File: src/rtl/reset_sequencer_pkg.sv
// Shared types and sizing helpers for the reset sequencer and its debouncer.
package reset_sequencer_pkg;

  typedef enum logic [1:0] {
    HOLD    = 2'd0,
    RELEASE = 2'd1,
    RUN     = 2'd2
  } rs_state_e;

  function automatic int cnt_width(input int max_val);
    return $clog2(max_val + 1);
  endfunction

endpackage

File: src/rtl/btn_debounce.sv
// Synchronizes the raw active-low pushbutton and accepts a level change only
// after it has been stable for DEBOUNCE_CYCLES synchronized cycles.
module btn_debounce
  import reset_sequencer_pkg::*;
#(
  parameter int SYNC_STAGES     = 2,
  parameter int DEBOUNCE_CYCLES = 16
) (
  input  logic CLK,
  input  logic RST,
  input  logic BTN_N,
  output logic PRESSED
);

  localparam int DB_W = cnt_width(DEBOUNCE_CYCLES);

  logic [SYNC_STAGES-1:0] sync_q;
  logic [DB_W-1:0]        cnt_q, cnt_d;
  logic                   pressed_q, pressed_d;
  logic                   sync_pressed;

  // Flops reset to 1 so a held button is treated as released until seen.
  assign sync_pressed = ~sync_q[SYNC_STAGES-1];

  always_comb begin
    cnt_d     = '0;
    pressed_d = pressed_q;
    if (sync_pressed != pressed_q) begin
      if (cnt_q == DB_W'(DEBOUNCE_CYCLES - 1)) begin
        pressed_d = sync_pressed;
      end else begin
        cnt_d = cnt_q + 1'b1;
      end
    end
  end

  always_ff @(posedge CLK or posedge RST) begin
    if (RST) begin
      sync_q    <= '1;
      cnt_q     <= '0;
      pressed_q <= 1'b0;
    end else begin
      sync_q    <= {sync_q[SYNC_STAGES-2:0], BTN_N};
      cnt_q     <= cnt_d;
      pressed_q <= pressed_d;
    end
  end

  assign PRESSED = pressed_q;

endmodule

File: src/rtl/reset_sequencer.sv
// Stretches power-on and debounced button resets, then releases the domain
// resets one by one with a fixed gap; READY marks the final release.
module reset_sequencer
  import reset_sequencer_pkg::*;
#(
  parameter int NUM_DOMAINS     = 3,
  parameter int SYNC_STAGES     = 2,
  parameter int DEBOUNCE_CYCLES = 16,
  parameter int HOLD_CYCLES     = 8,
  parameter int GAP_CYCLES      = 4
) (
`ifdef PWR_PINS
  input  logic                   VDD,
  input  logic                   GND,
`endif
  input  logic                   CLK,
  input  logic                   RST,
  input  logic                   BTN_N,
  output logic [NUM_DOMAINS-1:0] RESET_N,
  output logic                   READY,
  output logic                   BTN_CAUSE
);

  localparam int CNT_MAX = (HOLD_CYCLES > GAP_CYCLES) ? HOLD_CYCLES : GAP_CYCLES;
  localparam int CNT_W   = cnt_width(CNT_MAX);
  localparam int IDX_W   = cnt_width(NUM_DOMAINS);

  rs_state_e              state_q, state_d;
  logic [CNT_W-1:0]       cnt_q, cnt_d;
  logic [IDX_W-1:0]       idx_q, idx_d;
  logic [NUM_DOMAINS-1:0] rstn_q, rstn_d;
  logic                   ready_q, ready_d;
  logic                   cause_q, cause_d;
  logic                   btn_pressed;

  btn_debounce #(
    .SYNC_STAGES    (SYNC_STAGES),
    .DEBOUNCE_CYCLES(DEBOUNCE_CYCLES)
  ) u_btn_debounce (
    .CLK    (CLK),
    .RST    (RST),
    .BTN_N  (BTN_N),
    .PRESSED(btn_pressed)
  );

  always_comb begin
    state_d = state_q;
    cnt_d   = cnt_q;
    idx_d   = idx_q;
    rstn_d  = rstn_q;
    ready_d = ready_q;
    cause_d = cause_q;

    // A held button overrides every state and keeps the hold counter at zero.
    if (btn_pressed) begin
      state_d = HOLD;
      cnt_d   = '0;
      idx_d   = '0;
      rstn_d  = '0;
      ready_d = 1'b0;
      cause_d = 1'b1;
    end else begin
      case (state_q)
        HOLD: begin
          if (cnt_q == CNT_W'(HOLD_CYCLES - 1)) begin
            cnt_d     = '0;
            rstn_d[0] = 1'b1;
            if (NUM_DOMAINS == 1) begin
              ready_d = 1'b1;
              state_d = RUN;
            end else begin
              idx_d   = IDX_W'(1);
              state_d = RELEASE;
            end
          end else begin
            cnt_d = cnt_q + 1'b1;
          end
        end
        RELEASE: begin
          if (cnt_q == CNT_W'(GAP_CYCLES - 1)) begin
            cnt_d = '0;
            for (int i = 0; i < NUM_DOMAINS; i++) begin
              if (IDX_W'(i) == idx_q) rstn_d[i] = 1'b1;
            end
            if (idx_q == IDX_W'(NUM_DOMAINS - 1)) begin
              ready_d = 1'b1;
              state_d = RUN;
            end else begin
              idx_d = idx_q + 1'b1;
            end
          end else begin
            cnt_d = cnt_q + 1'b1;
          end
        end
        RUN: ;
        default: state_d = HOLD;
      endcase
    end
  end

  always_ff @(posedge CLK or posedge RST) begin
    if (RST) begin
      state_q <= HOLD;
      cnt_q   <= '0;
      idx_q   <= '0;
      rstn_q  <= '0;
      ready_q <= 1'b0;
      cause_q <= 1'b0;
    end else begin
      state_q <= state_d;
      cnt_q   <= cnt_d;
      idx_q   <= idx_d;
      rstn_q  <= rstn_d;
      ready_q <= ready_d;
      cause_q <= cause_d;
    end
  end

  assign RESET_N   = rstn_q;
  assign READY     = ready_q;
  assign BTN_CAUSE = cause_q;

endmodule

File: config.mk
export PLATFORM = sky130hd
export DESIGN_NAME = reset_sequencer
export DESIGN_NICKNAME = d
export VERILOG_FILES = /design/src/rtl/reset_sequencer_pkg.sv /design/src/rtl/btn_debounce.sv /design/src/rtl/reset_sequencer.sv
export SDC_FILE = /design/constraint.sdc
export NUM_CORES = 1
export LEC_CHECK = 0
export CAP_MARGIN = 40
export CORE_MARGIN = 2
export CORE_UTILIZATION = 55
export CTS_BUF_LIST = sky130_fd_sc_hd__clkbuf_16
export CTS_CLUSTER_DIAMETER = 100
export DETAILED_ROUTE_END_ITERATION = 8
export PLACE_DENSITY = 0.81
export SLEW_MARGIN = 10
export SYNTH_ARGS = -nofsm -noshare
export SYNTH_HDL_FRONTEND = slang
export SYNTH_HIERARCHICAL = 1
export SYNTH_SLANG_ARGS = --single-unit
File: constraint.sdc
create_clock -name CLK -period 1.8 [get_ports CLK]
set_input_delay 0.36 -clock CLK [delete_from_list [all_inputs] [get_ports CLK]]
set_output_delay 0.36 -clock CLK [all_outputs]
set_load 0.1 [all_outputs]
==> metrics.yaml, run 1 <==
drt:
  drtIter0Drc: 5
  wl_um: 1750
  viasPerCell: 5.35
  wire_per_inst_um: 14.1
  num_vias: 663
  firstDrtPassIters: 4
  drc: 0
  postRouteAntennaNets: 0
yosys:
  synth_top_area_cell: "dfrtp_1"
  yosysMostFrequentCell: "dfrtp_1"
  synth_area_mm2: 0.00102
  synth_seq_cells: 20
  netlist_top_cells_count: "dfrtp_1 (18), inv_1 (8), nor2_1 (8)"
  syn_area_per_cell_um2: 11.0
  async_flop_share: 1.00
  synth-edff-count: 0
  yosysSeqAreaShare: 0.491
  synth_top_cell_area_share: 0.440
  synthFlopType: "dfrtp_1"
  synth.distinct_cells: 37
  yosys_warnings: 6
  synthTopCellsByArea: "dfrtp_1 (44%), ha_1 (6.1%), dfstp_2 (5.1%), xnor2_2 (3.2%), a21oi_1 (2.9%)"
  synth_nets: 101
  synthesis.instances: 93
cells_and_area:
  drive_above_1_share: 0.202
  fin_util: 0.697
  final_nets: 108
  layout.cells.non_filler: 124
  antenna_cells: 0
  area_delta_synth_final_pct: 18.8
sta:
  setup_tns_ns: 0
  fin_ws_ns: 0.276
  setup_viol: 0
  drv_slew: 0
  maxSlewHeadroom: 0.646
  timing.fmax_ghz: 0.656
  fin_skew_ns: 0.00139
  hold_violations: 0
  finalCriticalPeriod_ns: 1.52
  rsz0062_at_grt: "false"
  post-route-period-util: 0.847
  max_slew.worst_pin.slew_ns: 0.531
worst_setup_path:
  path_class: "register to register"
  endpoint_kind: "register"
  crit_chain: "ha_1 -> or3b_4 -> o31ai_1 -> a21oi_1"
  critPathSlowestCell: "or3b_4"
  crit_required_ns: 1.91
  crit_family: "simple AND/OR/NAND/NOR gates"
  rrSetupSlack_ns: 0.28
  cp-startpoint: "cnt_q[0]"
  r2r_cells: 4
  path_max_fanout: 6
  cp-start-kind: "register"
  crit_buf_inv: 0
  worstPathArrival_ns: 1.63
  rr_startpoint: "cnt_q[0]"
  critPathMaxStageDelay_ns: 0.41
  rr_endpoint: "idx_q[1]"
die:
  io_pins: 8
  initial_core_util: 0.587
  fp-row-count: 15
  die_area_mm2: 0.00222
  core_mm2: 0.00175
  die_x_um: 47.2
  die_h_um: 47.2
grt:
  grt_pass1_vias: 676
  grt_use_met2: 0.340
  grt_max_degree: 15
  grt.overflow.total: 0
  track_usage: 0.203
  use_met1: 0.240
  busiest_layer: "met2"
  use_met3: 0.0462
  grt_pass1_wl_um: 3000
  grt_antenna_before_repair: 0
clocking:
  cts.sinks: 20
  cts_resized: 0
  clk_pin_slew_worst_paths_ns: 0.05
  clock_latency_ns: 0.25
  htreeDepth: 1
  tritoncts: "yes"
  clk_path_buf_depth: 2
  hold_buffers: 0
  cts_post_setup_buffers_inserted: 0
  numCtsBuffers: 3
  root_buffer: "clkbuf_16"
job:
  cap_violations: 0
placement:
  hpwl_um: 1280
  dp.cells: 120
  io_buffer_count: 7
  preCtsSetupSlack_ns: 0.291
  gp_congestion: 0.808
power:
  power.total_mw: 1.05
  ir_drop_mv: 0.892
  leakagePower_nw: 0.544
  p_per_area_mw_per_mm2: 864
run_status:
  status: "finished clean"
worst_hold_path:
  hold_path.class: "register to register"
  hold_depth: 0
  worstHoldStart: "u_btn_debounce/sync_q[0]"
  hold_path_end: "u_btn_debounce/sync_q[1]"
[cell usage in the layout, fill, tap and decap left out, types with 2 or more instances in the layout]
cell,n
dfrtp_1,18
inv_1,9
nor2_1,8
a21oi_1,6
ha_1,5
buf_12,5
nand2_1,4
nand2b_1,3
clkbuf_16,3
xnor2_2,2
and2_1,2
o31ai_1,2
a211o_1,2
nand3_1,2
a31oi_1,2
o21ai_0,2
clkdlybuf4s50_1,2
xor2_1,2
dfstp_2,2
[cell type report]
cell class	count	area (µm²)
clock buffers	3	75.1
clock inverters	1	3.75
fillers	133	528
inverters	8	30.0
multi-input cells	60	454
flip-flops and latches	20	503
well taps	25	31.3
repair buffers	7	120
[per-stage QoR]
stage	area (µm²)	hold WS, ns
floorplan	1020	0.174
global placement	1140	0.350
detailed placement	1140	0.347
CTS	1220	0.359
global route	1220	0.365
finish	1220	0.359
[worst max-delay path by stage]
stage               slack, ns  depth (start not counted)         end
finish                   0.28                          4    idx_q[1]
global route             0.20                          4    idx_q[1]
CTS                      0.28                          4    idx_q[1]
detailed placement       0.29                          4    idx_q[1]
global placement         0.34                          4    idx_q[1]
floorplan                0.10                          1  RESET_N[2]
[state kept, by name, indices dropped and copies added, names as in the netlist]
register / flops
u_btn_debounce/cnt_q: 5
BTN_CAUSE: 1
state_q: 2
idx_q: 2
u_btn_debounce/PRESSED: 1
RESET_N: 3
u_btn_debounce/sync_q: 2
cnt_q: 4
[worst reg2reg max path, stage by stage, from the launching register on]
cell and delay (ns):
dfrtp_1 0.38, ha_1 0.25, or3b_4 0.41, o31ai_1 0.25, a21oi_1 0.09
[kinds of logic (layout without fill, tap and decap cells)]
logic type                 Yosys count  after routing  share of synthesized area
muxes                                1              1                    0.00977
DFF                                 20             20                      0.491
and+or+nand+nor                     29             29                      0.165
xor gates and xnor gates             5              5                     0.0647
adders and majority gates            5              5                     0.0611
buffers and inverters               13             19                     0.0659
AOI/OAI and AO/OA                   20             20                      0.143
[power breakdown]
part	internal (mW)	switching, mW
combinational	0.0426	0.0585
clock	0.295	0.153
sequential	0.477	0.0249
total	0.815	0.236
[layer usage]
metal  wire [µm]  share of wire
met1         761           0.44
met2         902           0.52
met3          36          0.021
met4          43          0.025
met5           0              0
No activity file was read; power rests on OpenSTA's default activity.
==> run 2, diff against run 1 <==
Clock period 1.8 ns to 1.5 ns, I/O delays scaled along.
==> run 2 against run 1 <==
  * Routed wire length grew 6.1%
  * Worst hold slack lost 0.045 ns
  * Sequential power up 19%
  * Count of clock-buffer cells in the layout stayed put
  * Sequential cell count did not move
  * Global-route usage up 1.0 points
  * Clock power is 23% higher
  * Critical path depth is the same
  * Largest cell class unchanged
  * Largest power group unchanged
==> metrics.yaml, run 2 (same netlist as run 1, synthesis figures left out) <==
run_status:
  status: "finished clean"
drt:
  wire_per_inst_um: 14.5
  wl_met1_um: 840
  viasPerCell: 5.41
  wl_um: 1850
  num_vias: 693
  firstDrtPassIters: 4
  drtIter0Drc: 9
  wl_met2_um: 901
  postRouteAntennaNets: 0
  drc: 0
  wl_met3_um: 71
  top_layer_used: "met4"
grt:
  grt_antenna_before_repair: 0
  grt_max_degree: 15
  grt_pass1_wl_um: 3050
  grt_pass1_vias: 702
  grt.overflow.total: 0
  track_usage: 0.214
cells_and_area:
  antenna_cells: 0
  multi_input_area_um2: 457
  final_nets: 112
  largest-register: "u_btn_debounce/cnt_q"
  mostFrequentLayoutCells: "dfrtp_1 (17), inv_1 (8), nor2_1 (8), a21oi_1 (6), buf_12 (5)"
  regArea_um2: 504
  stdcell_area_mm2: 0.00125
  drive_above_1_share: 0.252
  layout_commonest_cell: "dfrtp_1"
  area_delta_synth_final_pct: 22.1
  fill_cells: 121
  fin_util: 0.717
  largest_reg_flops: 5
die:
  core_mm2: 0.00175
  die_x_um: 47.2
  fp-row-count: 15
  io_pins: 8
  die_area_mm2: 0.00222
  initial_core_util: 0.587
  die_h_um: 47.2
placement:
  io_buffer_count: 7
  hpwl_um: 1350
  gp_congestion: 0.855
  preCtsSetupSlack_ns: 0.0806
  placed_cell_area_mm2: 0.00116
worst_setup_path:
  crit_required_ns: 1.61
  endpoint_kind: "register"
  cp-start-kind: "register"
  rrSetupSlack_ns: 0.07
  rr_startpoint: "cnt_q[1]"
  path_class: "register to register"
  path_max_fanout: 3
  rr_endpoint: "idx_q[0]"
  worstPathArrival_ns: 1.54
  r2r_cells: 4
clocking:
  numCtsBuffers: 3
  clk_path_buf_depth: 2
  cts.sinks: 20
  htreeDepth: 1
  root_buffer: "clkbuf_16"
  clock_latency_ns: 0.26
  tritoncts: "yes"
  clk_pin_slew_worst_paths_ns: 0.05
  hold_buffers: 0
sta:
  finalCriticalPeriod_ns: 1.43
  fin_ws_ns: 0.0750
  setup_tns_ns: 0
  setup_viol: 0
  hold_slack_ns: 0.314
  maxSlewHeadroom: 0.647
  hold_violations: 0
  max_slew.worst_pin.slew_ns: 0.529
  fin_skew_ns: 0.00246
  post-route-period-util: 0.950
  rsz0062_at_grt: "false"
  drv_slew: 0
  timing.fmax_ghz: 0.702
power:
  ir_drop_mv: 0.904
  netSwitchingFraction: 0.232
  netSwitchingPower_mw: 0.301
  leakagePower_nw: 0.558
  pwr-share-comb: 0.114
  power.share.sequential: 0.461
  p_per_area_mw_per_mm2: 1030
  clkPwrFrac: 0.425
  p_int_mw: 0.994
worst_hold_path:
  hold_path.class: "primary input to async pin"
job:
  cap_violations: 0
==> run 2: power by group through the flow <==
stage	combinational [mW]	sequential, mW	clock, mW
6_report	0.148	0.597	0.550
5_1_grt	0.161	0.600	0.575
4_1_cts	0.130	0.600	0.558
3_5_place_dp	0.129	0.609	0
3_3_place_gp	0.124	0.606	0
2_1_floorplan	0.0717	0.622	0
==> run 2: layer usage <==
metal | up-vias | track usage
li1 | 335 | -
met2 | 5 | 0.315
met3 | 5 | 0.0923
met4 | 0 | 0.106
met1 | 348 | 0.271
met5 | - | 0
==> run 2: area by class of cell <==
| type | instances | area share |
|---|---|---|
| timing repair buffer | 11 | 0.120 |
| multi-input combinational | 60 | 0.365 |
| clock buffer | 3 | 0.0600 |
| tap | 25 | 0.0250 |
| clock inverter | 1 | 0.00300 |
| sequential | 20 | 0.403 |
| inverter | 8 | 0.0240 |
==> run 2: what timing repair did <==
action,4_1_cts,5_1_grt
endpoints found under the setup margin,0,2
buffers inserted,0,1
resized for setup,0,1
==> run 2: through the flow <==
step | total power [mW] | std cells
after floorplan | 0.694 | 93
after global placement | 0.730 | 123
after detailed placement | 0.738 | 123
after CTS | 1.29 | 127
after global routing | 1.34 | 128
final | 1.29 | 128
==> run 2: worst max-delay path by stage <==
stage                     startpoint       end  slack [ns]  cells after the start
after CTS                   cnt_q[0]  idx_q[0]        0.07                      4
after global placement      cnt_q[0]  idx_q[1]        0.11                      4
after floorplan             cnt_q[0]  idx_q[1]        0.08                      4
after detailed placement    cnt_q[0]  idx_q[0]        0.08                      4
after global routing        cnt_q[1]  idx_q[1]        0.01                      4
final                       cnt_q[1]  idx_q[0]        0.07                      4
==> run 2: critical path, stage by stage (launching register included) <==
cell,delay (ns)
dfrtp_1,0.38
ha_2,0.19
or3b_4,0.38
o32ai_2,0.25
a211oi_1,0.08
==> run 3, diff against run 2 <==
Settings changed: CTS_CLUSTER_SIZE set to 28, SKIP_LAST_GASP set to 1.
==> results of run 3 <==
No change in the layout: final DEF, timing and power equal those of run 2.
